`src/rtl/matrix_pkg.sv`:
```
// matrix_pkg: drain FSM states and the width helper shared by the fetch and drain blocks
package matrix_pkg;
  typedef enum logic [1:0] {IDLE, ARMED, DRAIN, FLUSH} drain_state_t;
  function automatic int width_of(input int n);
    return (n > 1) ? $clog2(n) : 1;
  endfunction
endpackage

```
`src/rtl/lane_writer.sv`:
```
// lane_writer: one bank's address counter and registered write port, optional ReLU under MATRIX_DRAIN_RELU_EN
module lane_writer import matrix_pkg::*; #(
  parameter int DATA_WIDTH = 8,
  parameter int INTER_NUM  = 8,
  parameter int ADDR_WIDTH = width_of(INTER_NUM)
) (
  input  logic                  clk,
  input  logic                  rst,
  input  logic                  clr,
  input  logic                  vld,
  input  logic [DATA_WIDTH-1:0] din,
  output logic                  wr_en,
  output logic [ADDR_WIDTH-1:0] wr_addr,
  output logic [DATA_WIDTH-1:0] wr_data
);
  logic [ADDR_WIDTH-1:0] ptr;
  logic [DATA_WIDTH-1:0] d;
`ifdef MATRIX_DRAIN_RELU_EN
  assign d = din[DATA_WIDTH-1] ? '0 : din;
`else
  assign d = din;
`endif
  always_ff @(posedge clk) begin
    if (rst) begin
      ptr     <= '0;
      wr_en   <= 1'b0;
      wr_addr <= '0;
      wr_data <= '0;
    end else begin
      wr_en <= vld;
      if (vld) begin
        wr_addr <= ptr;
        wr_data <= d;
      end
      ptr <= clr ? '0 : !vld ? ptr : (ptr == ADDR_WIDTH'(INTER_NUM - 1)) ? '0 : ptr + ADDR_WIDTH'(1);
    end
  end
endmodule

```
`src/rtl/matrix_drain.sv`:
```
// matrix_drain: un-skews systolic result rows into per-lane banks; ReLU option via MATRIX_DRAIN_RELU_EN
module matrix_drain import matrix_pkg::*; #(
  parameter int DATA_WIDTH   = 8,
  parameter int PARALLEL_NUM = 8,
  parameter int INTER_NUM    = 8,
  parameter int ADDR_WIDTH   = width_of(INTER_NUM)
) (
  input  logic                                    clk,
  input  logic                                    rst,
  input  logic                                    en_drain,
  input  logic                                    row_valid_i,
  input  logic [PARALLEL_NUM-1:0][DATA_WIDTH-1:0] row_i,
  output logic [PARALLEL_NUM-1:0]                 wr_en_o,
  output logic [PARALLEL_NUM-1:0][ADDR_WIDTH-1:0] wr_addr_o,
  output logic [PARALLEL_NUM-1:0][DATA_WIDTH-1:0] wr_data_o,
  output logic                                    busy_o,
  output logic                                    done_o,
  output logic                                    ovf_o
);
  localparam int CW = width_of(INTER_NUM + 1);
  localparam int FW = width_of(PARALLEL_NUM);
  drain_state_t state, state_n;
  logic [CW-1:0] cnt;
  logic [FW-1:0] fc;
  logic [PARALLEL_NUM-1:1] vld_q;
  logic [PARALLEL_NUM-1:0] vld;
  logic acc, arm, last, flush_end;
  assign acc       = row_valid_i && (state == ARMED || state == DRAIN) && cnt < CW'(INTER_NUM);
  assign arm       = state == IDLE && en_drain;
  assign last      = acc && cnt == CW'(INTER_NUM - 1);
  assign flush_end = state == FLUSH && fc == FW'(PARALLEL_NUM - 1);
  assign vld       = {vld_q, acc};
  assign busy_o    = state != IDLE;
  always_comb begin
    state_n = state;
    state_n = arm ? ARMED : last ? FLUSH : (state == ARMED && acc) ? DRAIN : flush_end ? IDLE : state;
  end
  always_ff @(posedge clk) begin
    if (rst) begin
      state  <= IDLE;
      cnt    <= '0;
      fc     <= '0;
      vld_q  <= '0;
      done_o <= 1'b0;
      ovf_o  <= 1'b0;
    end else begin
      state  <= state_n;
      cnt    <= arm ? '0 : cnt + CW'(acc);
      fc     <= (state == FLUSH) ? fc + FW'(1) : '0;
      vld_q  <= vld[PARALLEL_NUM-2:0];
      done_o <= flush_end;
      ovf_o  <= arm ? 1'b0 : ovf_o | (state == FLUSH && row_valid_i);
    end
  end
  // lane k sees the accept k cycles late, matching its skewed data
  for (genvar k = 0; k < PARALLEL_NUM; k++) begin : g_lane
    lane_writer #(
      .DATA_WIDTH(DATA_WIDTH),
      .INTER_NUM (INTER_NUM),
      .ADDR_WIDTH(ADDR_WIDTH)
    ) u_lane (
      .clk    (clk),
      .rst    (rst),
      .clr    (arm),
      .vld    (vld[k]),
      .din    (row_i[k]),
      .wr_en  (wr_en_o[k]),
      .wr_addr(wr_addr_o[k]),
      .wr_data(wr_data_o[k])
    );
  end
endmodule

```
`config.mk`:
```
export PLATFORM = sky130hd
export DESIGN_NAME = matrix_drain
export DESIGN_NICKNAME = d
export VERILOG_FILES = /design/src/rtl/matrix_pkg.sv /design/src/rtl/lane_writer.sv /design/src/rtl/matrix_drain.sv
export SDC_FILE = /design/constraint.sdc
export NUM_CORES = 1
export LEC_CHECK = 0
export BUFFER_PORTS_ARGS = -buffer_cell sky130_fd_sc_hd__buf_2
export CAP_MARGIN = 10
export CORE_MARGIN = 1
export CORE_UTILIZATION = 54
export CTS_CLUSTER_SIZE = 25
export DETAILED_ROUTE_END_ITERATION = 10
export GPL_ROUTABILITY_DRIVEN = 0
export HOLD_SLACK_MARGIN = 0.08
export PLACE_DENSITY = 0.81
export SYNTH_ARGS = -nofsm -noshare
export SYNTH_HDL_FRONTEND = slang
export SYNTH_HIERARCHICAL = 1
export SYNTH_SLANG_ARGS = --single-unit
```
`constraint.sdc`:
```
create_clock -name clk -period 2.4 [get_ports clk]
set_clock_uncertainty 0.05 [all_clocks]
set_input_delay 0.24 -clock clk [delete_from_list [all_inputs] [get_ports clk]]
set_output_delay 0.24 -clock clk [all_outputs]
set_load 0.05 [all_outputs]
```
==> results of run 1 <==
[through the flow]
stage / hold slack [ns] / setup slack (ns) / util (%) / cells
global route: 0.186 / 0.210 / 79.4 / 847
floorplan: 0.255 / 0.735 / - / 469
finish: 0.175 / 0.361 / 79.4 / 847
detailed placement: 0.382 / 0.349 / 65.8 / 749
CTS: 0.161 / 0.343 / 79.4 / 847
global placement: 0.362 / 0.477 / 65.8 / 749
[per-layer routing]
| metal | track usage (%) | up-vias | routed length [um] |
|---|---|---|---|
| li1 | - | 2082 | - |
| met4 | 9.62 | 0 | 204 |
| met5 | 0 | - | 0 |
| met1 | 25.4 | 1995 | 4800 |
| met3 | 6.69 | 19 | 495 |
| met2 | 44.1 | 121 | 6210 |
[worst max-delay path by stage]
stage / slack [ns] / from / cells after the start / to
finish: 0.36 / state[0] / 6 / cnt[1]
CTS: 0.34 / state[0] / 6 / cnt[1]
floorplan: 0.74 / state[0] / 6 / g_lane[0].u_lane/ptr[0]
global placement: 0.48 / state[0] / 6 / cnt[1]
global route: 0.21 / state[0] / 6 / cnt[1]
detailed placement: 0.35 / state[0] / 6 / cnt[1]
[flip-flops by register name, summed over array words and instances (netlist names)]
name	count
cnt	4
done_o	1
fc	3
g_lane.u_lane/ptr	24
g_lane.u_lane/wr_addr	24
g_lane.u_lane/wr_data	64
g_lane.u_lane/wr_en	8
ovf_o	1
state	2
vld_q	7
[layout by cell type, fill, tap and decap left out, types with 10 or more instances in the layout]
master,synthesis,layout
clkbuf_16,0,16
dfxtp_1,138,138
buf_4,16,10
buf_2,0,165
dlygate4sd3_1,0,67
nand2b_1,17,17
nor2_1,93,93
ha_1,23,23
nor2b_1,15,15
mux2i_1,96,96
[kinds of logic (layout without fill, tap and decap cells)]
kind of cell,count (synthesis),count (layout),share of synthesized area (%)
mux,96,96,18.6
simple gates,162,162,15.5
compound gates,19,19,3.43
fa+ha+maj,23,23,5.56
flops,138,138,53.3
buf+inv,29,278,3.26
xor+xnor,2,2,0.338
[cell type report]
class / count / area, um^2 / share of cell area (%)
clock buffer: 18 / 428 / 5.80
clock inverter: 13 / 169 / 2.29
inverter: 4 / 15.0 / 0.204
multi-input combinational: 302 / 2250 / 30.5
sequential: 138 / 2760 / 37.5
tap: 129 / 161 / 2.19
timing repair buffer: 243 / 1590 / 21.6
[cells in the mapped netlist (8+ instances only)]
| master | number | area [um^2] |
|---|---|---|
| a211oi_1 | 8 | 60.1 |
| a211oi_2 | 8 | 100 |
| buf_4 | 16 | 120 |
| nand2b_1 | 17 | 106 |
| nor3_1 | 8 | 40.0 |
| nor2b_1 | 15 | 93.8 |
| clkbuf_1 | 9 | 33.8 |
| nor2_1 | 93 | 349 |
| ha_1 | 23 | 288 |
| nand3b_1 | 8 | 60.1 |
| mux2i_1 | 96 | 961 |
| or3b_1 | 8 | 70.1 |
| dfxtp_1 | 138 | 2760 |
[power breakdown]
group	switching (mW)	total, mW	internal, mW	leakage (nW)
Sequential	0.0168	2.33	2.32	1.11
Clock	0.982	2.60	1.61	0.280
Combinational	0.196	0.367	0.170	1.85
Total	1.20	5.29	4.10	3.25
[worst max-delay path, delay by kind of cell (launching register included)]
kind | cells | cell delay (ns)
DFF | 1 | 0.39
buffers and inverters | 1 | 0.07
adders and majority gates | 3 | 0.79
and+or+nand+nor | 2 | 0.63
[what timing repair did]
| action | 4_1_cts | 5_1_grt |
|---|---|---|
| hold buffers | 67 | 0 |
| hold endpoints to repair | 69 | 0 |
| endpoints found under the setup margin | 0 | 0 |
==> run_results.csv, run 1 <==
group,metric,value,unit
logic_synthesis,synth_fp_nets,560,
power_and_ir_drop,vdd_drop_max,0.000475,V
logic_synthesis,syn_inst,469,
worst_setup_path,crit_path_start_kind,"flop",
timing,finalHoldViolCount,0,
final_layout,final_nets,797,
detailed_routing,vias,4217,
clocking,cts_setup_buffers,0,
final_layout,finalInstanceArea,7370,um^2
detailed_routing,drtAntennaViolNets,0,
worst_setup_path,worstPathArrival,2.40,ns
min_path,holdPathEnd,"g_lane[0].u_lane/wr_data[6]",
timing,fin_crit,2.04,ns
clocking,cts_resized,0,
final_layout,fill_cells,578,
worst_setup_path,r2r_start,"state[0]",
floorplan,chipWidth,99.9,um
final_layout,diodes,0,
logic_synthesis,syn_avg_cell_area,11.0,um^2
placed_design,dpl.hpwl,6750,um
detailed_routing,wirelength,11700,um
clocking,clk_latency,0.51,ns
grt,antenna_found_initial,0,
timing,rsz0062_at_grt,"false",
clocking,cts_tree,"done",
power_and_ir_drop,leakagePower,3.25,nW
detailed_routing,drc,0,
floorplan,design.die.area,9990,um^2
worst_setup_path,crit_fanout,20,
detailed_routing,drtIter0Drc,103,
logic_synthesis,synth_edf_count,0,
logic_synthesis,synth-seq-area-share,53.3,%
detailed_routing,first_pass_iters,4,
floorplan,std_cell_rows,35,
worst_setup_path,cp-end-kind,"flop",
worst_setup_path,cp_slowest_cell,"and3b_2",
worst_setup_path,crit_top_cell,"ha_1",
worst_setup_path,reg2reg_setup_slack,0.36,ns
worst_setup_path,max_stage_delay,0.50,ns
clocking,cts_made_buffers,17,
job,drv_cap,0,
timing,fmax,0.490,GHz
power_and_ir_drop,power_density,718,nW/um^2
final_layout,syn_to_final_growth,42.4,%
worst_setup_path,path_class,"reg2reg",
clocking,clk_pin_slew_worst_paths,0.06,ns
grt,grt_use_total,23.8,%
clocking,clk_path_buf_depth,2,
placed_design,portBuffers,166,
worst_setup_path,ff2ff_path_depth,6,
timing,setup_viol,0,
floorplan,core_area,9280,um^2
timing,max_slew.worst_pin.slew,0.658,ns
logic_synthesis,synth_cell_types,26,
timing,fin_crit_sh,85.0,%
final_layout,drive_gt1_share,30.1,%
worst_setup_path,regToRegEndpoint,"cnt[1]",
worst_setup_path,crit_chain,"inv_1 > ha_1 > and3b_2 > ha_1 > ha_1 > and2_1",
floorplan,ios,167,
logic_synthesis,syn_area,5180,um^2
grt,grt_pass1_wl,18700,um
placed_design,placed_area,6110,um^2
grt,gr-total-overflow,0,
grt,grt_max_degree,63,
timing,setup_tns,0,ns
floorplan,initial_core_util,55.8,%
logic_synthesis,synthArstFlopShare,0,%
timing,slew_headroom,56.1,%
min_path,holdCritPathClass,"in2reg",
min_path,hp-start,"rst",
logic_synthesis,ys.warnings.count,6,
min_path,min_path_cells,2,
clocking,h-tree-depth,4,
floorplan,die_h,99.9,um
timing,slew_violations,0,
run_status,status,"finished clean",
clocking,cts_root_buf,"clkbuf_8",
detailed_routing,routed_via_density,4.98,
logic_synthesis,synth_ff_type,"dfxtp_1",
worst_setup_path,required,2.76,ns
detailed_routing,wl_per_cell,13.8,um
power_and_ir_drop,total_power,5.29,mW
logic_synthesis,ys_seq_elements,138,
grt,grt_pass1_vias,4074,
clocking,cts.sinks,138,
No activity file was read; power rests on OpenSTA's default activity.
==> run 2, diff against run 1 <==
--- a/config.mk
+++ b/config.mk
@@ -8,12 +8,12 @@
 export BUFFER_PORTS_ARGS = -buffer_cell sky130_fd_sc_hd__buf_2
 export CAP_MARGIN = 10
 export CORE_MARGIN = 1
-export CORE_UTILIZATION = 54
+export CORE_UTILIZATION = 46
 export CTS_CLUSTER_SIZE = 25
 export DETAILED_ROUTE_END_ITERATION = 10
 export GPL_ROUTABILITY_DRIVEN = 0
 export HOLD_SLACK_MARGIN = 0.08
-export PLACE_DENSITY = 0.81
+export PLACE_DENSITY = 0.73
 export SYNTH_ARGS = -nofsm -noshare
 export SYNTH_HDL_FRONTEND = slang
 export SYNTH_HIERARCHICAL = 1
==> constraint.sdc (replaced) <==
create_clock -name clk -period 1.86 [get_ports clk]
set_clock_uncertainty 0.05 [all_clocks]
set_input_delay 0.186 -clock clk [delete_from_list [all_inputs] [get_ports clk]]
set_output_delay 0.186 -clock clk [all_outputs]
set_load 0.05 [all_outputs]
==> run 2 against run 1 <==
Effect of this change: critical endpoint is now cnt[2]; die area is 17% higher; design area grew 0.24%; cell count is 2.0% higher; total power rose by 23%; flip-flop and latch count unchanged; hold slack better by 0.20 ns; fmax increased by 19%; clock power increased by 16%; count of clock-buffer cells in the layout rose by 10; global-route usage down 4.3 points; sequential share of layout area down 0.055 points.
==> run_results.csv, run 2 (synthesized netlist as in run 1, its figures left out) <==
group,metric,value,unit
run_status,status,"finished clean",
timing,rsz0062_at_grt,"false",
detailed_routing,drc,0,
worst_setup_path,cp-end-kind,"flop",
final_layout,syn_to_final_growth,42.7,%
placed_design,dp_slack,0.122,ns
power_and_ir_drop,p_comb_share,7.4,%
clocking,clk_latency,0.52,ns
timing,fin_crit_sh,92.0,%
placed_design,dpl.hpwl,6670,um
worst_setup_path,crit_chain,"inv_1 > ha_1 > and3b_2 > ha_1 > ha_1 > xnor2_1 > nor2_1",
final_layout,most-common-layout-cells,"buf_2 (165), dfxtp_1 (136), mux2i_1 (96), nor2_1 (93), dlygate4sd3_1 (68)",
detailed_routing,wirelength,11000,um
final_layout,ff_latch_area,2770,um^2
min_path,min_path_cells,1,
clocking,cts.sinks,138,
floorplan,chipWidth,108,um
clocking,cts_made_buffers,17,
floorplan,die_h,108,um
power_and_ir_drop,swShare,21.3,%
grt,grt_max_degree,74,
detailed_routing,routed_via_density,4.78,
power_and_ir_drop,pwr-share-clk,46.3,%
power_and_ir_drop,internal_power,5.12,mW
worst_setup_path,startpoint,"state[0]",
power_and_ir_drop,vdd_drop_max,0.000586,V
final_layout,top_regs,"g_lane.u_lane/wr_data: 64 flops, g_lane.u_lane/ptr: 24 flops, g_lane.u_lane/wr_addr: 24 flops",
job,drv_cap,0,
final_layout,largest_reg_flops,64,
timing,fin_crit,1.71,ns
worst_setup_path,crit_top_cell,"ha_1",
floorplan,core_area,10900,um^2
final_layout,layout_commonest_cell,"buf_2",
final_layout,multi_input_area,2250,um^2
timing,max_slew.worst_pin.slew,0.387,ns
clocking,h-tree-depth,4,
detailed_routing,first_pass_iters,4,
final_layout,drive_gt1_share,29.8,%
timing,setup_tns,0,ns
timing,fmax,0.585,GHz
placed_design,portBuffers,166,
worst_setup_path,crit_fanout,6,
timing,finalHoldViolCount,0,
clocking,clk_pin_slew_worst_paths,0.06,ns
floorplan,initial_core_util,47.6,%
power_and_ir_drop,power.net_switching,1.38,mW
worst_setup_path,crit_path_start_kind,"flop",
timing,slew_violations,0,
worst_setup_path,ff2ff_path_depth,7,
floorplan,std_cell_rows,38,
detailed_routing,drtAntennaViolNets,0,
timing,timing.final.ws_setup,0.149,ns
final_layout,regMostFlops,"g_lane.u_lane/wr_data",
clocking,clk_path_buf_depth,2,
floorplan,design.die.area,11700,um^2
min_path,holdCritPathClass,"reg2reg",
timing,setup_viol,0,
detailed_routing,wl_per_cell,12.7,um
worst_setup_path,cp_slowest_cell,"dfxtp_2",
grt,grt_pass1_vias,3988,
power_and_ir_drop,leakagePower,3.27,nW
timing,slew_headroom,74.2,%
clocking,cts_tree,"done",
power_and_ir_drop,power_density,880,nW/um^2
worst_setup_path,r2r_start,"state[0]",
floorplan,ios,167,
detailed_routing,vias,4131,
final_layout,final_nets,804,
worst_setup_path,required,2.21,ns
detailed_routing,drtIter0Drc,115,
final_layout,fin_util,67.9,%
worst_setup_path,path_class,"reg2reg",
worst_setup_path,worstPathArrival,2.07,ns
power_and_ir_drop,p_seq_share,46.3,%
final_layout,diodes,0,
final_layout,fill_cells,824,
grt,grt_use_total,19.5,%
grt,antenna_found_initial,0,
clocking,cts_root_buf,"clkbuf_8",
grt,grt_pass1_wl,17800,um
min_path,hp-start,"fc[0]",
worst_setup_path,max_stage_delay,0.36,ns
grt,gr-total-overflow,0,
[run 2: per-layer routing]
| metal | global-route usage (%) | vias to the layer above | part of all wire (%) |
|---|---|---|---|
| li1 | - | 2088 | - |
| met1 | 22.1 | 1911 | 43 |
| met2 | 33.6 | 110 | 50 |
| met3 | 5.42 | 22 | 5.0 |
| met4 | 9.78 | 0 | 2.0 |
| met5 | 0 | - | 0 |
[run 2: worst max-delay path, delay by kind of cell (launching register included)]
| kind | cells | cell delay [ns] |
|---|---|---|
| flip-flops | 1 | 0.36 |
| buffers and inverters | 1 | 0.05 |
| adder cells (fa/ha/maj) | 3 | 0.68 |
| XOR/XNOR | 1 | 0.14 |
| AND/OR/NAND/NOR | 2 | 0.31 |
[run 2: worst paths after layout]
kind | end | slack [ns]
min | fc[0] | 0.38
max reg2reg | cnt[2] | 0.15
min reg2reg | fc[0] | 0.38
max | cnt[2] | 0.15
[run 2: through the flow]
stage	power, mW	area, um^2	cells	hold WS (ns)
global route	6.75	7390	864	0.396
finish	6.50	7390	864	0.380
detailed placement	3.44	6180	766	0.376
global placement	3.43	6180	766	0.363
floorplan	3.29	5180	469	0.201
CTS	6.57	7390	864	0.359
[run 2: layout make-up]
type / instances / share of cell area, %
inverter: 4 / 0.203
sequential: 138 / 37.4
tap: 140 / 2.37
clock buffer: 28 / 6.70
clock inverter: 2 / 0.474
timing repair buffer: 250 / 22.4
multi-input combinational: 302 / 30.4
[run 2: power groups by stage]
stage	logic, mW	registers, mW	clock network, mW
after floorplan	0.145	3.14	0
after global placement	0.363	3.07	0
after detailed placement	0.371	3.07	0
after global routing	0.524	3.01	3.22
final	0.484	3.01	3.01
after CTS	0.479	3.01	3.08
[run 2: repair_timing]
item	4_1_cts	5_1_grt
buffers inserted	0	0
hold endpoints to repair	71	0
setup endpoints to repair	0	2
hold buffers	68	0
gates resized for setup	0	2
==> run 3, diff against run 2 <==
--- a/config.mk
+++ b/config.mk
@@ -8,12 +8,12 @@
 export BUFFER_PORTS_ARGS = -buffer_cell sky130_fd_sc_hd__buf_2
 export CAP_MARGIN = 10
 export CORE_MARGIN = 1
-export CORE_UTILIZATION = 46
+export CORE_UTILIZATION = 54
 export CTS_CLUSTER_SIZE = 25
 export DETAILED_ROUTE_END_ITERATION = 10
 export GPL_ROUTABILITY_DRIVEN = 0
 export HOLD_SLACK_MARGIN = 0.08
-export PLACE_DENSITY = 0.73
+export PLACE_DENSITY = 0.81
 export SYNTH_ARGS = -nofsm -noshare
 export SYNTH_HDL_FRONTEND = slang
 export SYNTH_HIERARCHICAL = 1
==> constraint.sdc (replaced) <==
create_clock -name clk -period 2.05 [get_ports clk]
set_clock_uncertainty 0.05 [all_clocks]
set_input_delay 0.205 -clock clk [delete_from_list [all_inputs] [get_ports clk]]
set_output_delay 0.205 -clock clk [all_outputs]
set_load 0.05 [all_outputs]
==> run 3 against run 2 <==
Effect of this change: combinational power down 9.5%; critical path type unchanged; critical path depth down 1; total power down 1.4%; worst setup slack better by 0.050 ns; non-clock buffer count down 5; die area down 15%; global-route usage up 5.5 points; first-iteration DRC count down 1.7%.
==> run_results.csv, run 3 (synthesized netlist as in run 1, its figures left out) <==
group,metric,value,unit
floorplan,core_area,9280,um^2
final_layout,most-common-layout-cells,"buf_2 (165), dfxtp_1 (138), mux2i_1 (96), nor2_1 (93), dlygate4sd3_1 (68)",
final_layout,fin_util,80.1,%
placed_design,place_inst,750,
worst_setup_path,crit_fanout,10,
final_layout,ff_latch_area,2760,um^2
min_path,holdCritPathClass,"reg2reg",
timing,fmax,0.540,GHz
floorplan,initial_core_util,55.8,%
worst_setup_path,cp-end-kind,"flop",
worst_setup_path,reg2reg_setup_slack,0.20,ns
worst_setup_path,max_stage_delay,0.39,ns
detailed_routing,drtIter0Drc,113,
clocking,cts_tree,"done",
floorplan,std_cell_rows,35,
worst_setup_path,critical_path_buf_inv_count,1,
clocking,cts.sinks,138,
placed_design,placed_area,6110,um^2
final_layout,syn_to_final_growth,43.6,%
grt,grt_use_total,25.1,%
detailed_routing,first_pass_iters,4,
worst_setup_path,crit_top_cell,"ha_1",
worst_setup_path,r2r_start,"state[0]",
timing,rsz0062_at_grt,"false",
clocking,clk_latency,0.50,ns
timing,finalHoldViolCount,0,
grt,grt_pass1_vias,4171,
final_layout,drive_gt1_share,30.0,%
final_layout,fill_cells,557,
timing,setup_tns,0,ns
detailed_routing,wirelength,12300,um
placed_design,portBuffers,166,
final_layout,fin_cells,849,
timing,slew_headroom,67.3,%
worst_setup_path,crit_chain,"inv_1 > ha_1 > and3b_2 > ha_1 > ha_1 > and2_1",
floorplan,ios,167,
placed_design,dpl.hpwl,6520,um
power_and_ir_drop,leakagePower,3.29,nW
final_layout,finalInstanceArea,7430,um^2
run_status,status,"finished clean",
timing,slew_violations,0,
timing,max_slew.worst_pin.slew,0.490,ns
worst_setup_path,ff2ff_path_depth,6,
final_layout,diodes,0,
clocking,cts_hold_buf,68,
timing,fin_crit_sh,90.3,%
detailed_routing,routed_via_density,4.95,
clocking,cts_setup_buffers,0,
final_layout,final_nets,799,
worst_setup_path,regToRegEndpoint,"cnt[1]",
timing,setup_viol,0,
min_path,hp-start,"fc[0]",
clocking,cts_made_buffers,17,
floorplan,die_h,99.9,um
floorplan,design.die.area,9990,um^2
detailed_routing,wl_met2,6580,um
clocking,clk_path_buf_depth,2,
final_layout,top_regs,"g_lane.u_lane/wr_data: 64 flops, g_lane.u_lane/ptr: 24 flops, g_lane.u_lane/wr_addr: 24 flops",
clocking,cts_root_buf,"clkbuf_8",
detailed_routing,wl_per_cell,14.5,um
worst_setup_path,cp_slowest_cell,"dfxtp_1",
floorplan,chipWidth,99.9,um
final_layout,regMostFlops,"g_lane.u_lane/wr_data",
detailed_routing,drtAntennaViolNets,0,
min_path,min_path_cells,1,
final_layout,multi_input_area,2250,um^2
detailed_routing,drc,0,
grt,antenna_found_initial,0,
min_path,holdPathEnd,"fc[0]",
worst_setup_path,worstPathArrival,2.20,ns
grt,gr-total-overflow,0,
detailed_routing,drt-met1-wl,5000,um
detailed_routing,routed.top_layer,"met4",
clocking,h-tree-depth,4,
grt,grt_max_degree,78,
timing,fin_crit,1.85,ns
worst_setup_path,required,2.40,ns
clocking,clk_pin_slew_worst_paths,0.06,ns
final_layout,largest_reg_flops,64,
power_and_ir_drop,power_density,862,nW/um^2
detailed_routing,vias,4202,
job,drv_cap,0,
clocking,cts_resized,0,
detailed_routing,dr_wl_met3,467,um
worst_setup_path,cp_top_family,"adder cells",
final_layout,layout_commonest_cell,"buf_2",
grt,grt_pass1_wl,19400,um
worst_setup_path,crit_path_start_kind,"flop",
power_and_ir_drop,vdd_drop_max,0.000952,V
worst_setup_path,path_class,"reg2reg",
run 3: how the worst max path moves through the flow:
stage,start,end,slack [ns],cells past startpoint
3_3_place_gp,state[0],cnt[1],0.28,6
3_5_place_dp,state[0],cnt[1],0.22,6
6_report,state[0],cnt[1],0.20,6
2_1_floorplan,state[0],g_lane[0].u_lane/ptr[0],0.39,6
4_1_cts,state[0],cnt[1],0.21,6
5_1_grt,state[0],cnt[1],0.11,6
run 3: area by class of cell:
type	count	area share [%]
sequential	138	37.2
multi-input combinational	302	30.2
timing repair buffer	245	21.6
clock buffer	20	5.99
clock inverter	11	2.61
tap	129	2.17
inverter	4	0.202
run 3: where the power goes:
group,internal (mW),switching [mW]
Clock,2.16,1.09
Sequential,2.71,0.0192
Combinational,0.203,0.235
Total,5.07,1.34
run 3: through the flow:
| step | hold WS, ns | setup WS, ns | power [mW] |
|---|---|---|---|
| final | 0.374 | 0.200 | 6.41 |
| after detailed placement | 0.370 | 0.224 | 3.11 |
| after global placement | 0.362 | 0.285 | 3.10 |
| after global routing | 0.404 | 0.105 | 6.62 |
| after CTS | 0.378 | 0.208 | 6.44 |
| after floorplan | 0.220 | 0.385 | 2.98 |
run 3: per-layer routing:
| layer | vias to the layer above | GRT usage, % |
|---|---|---|
| met4 | 0 | 10.4 |
| met1 | 1975 | 25.8 |
| met3 | 25 | 7.17 |
| met5 | - | 0 |
| li1 | 2084 | - |
| met2 | 118 | 47.3 |
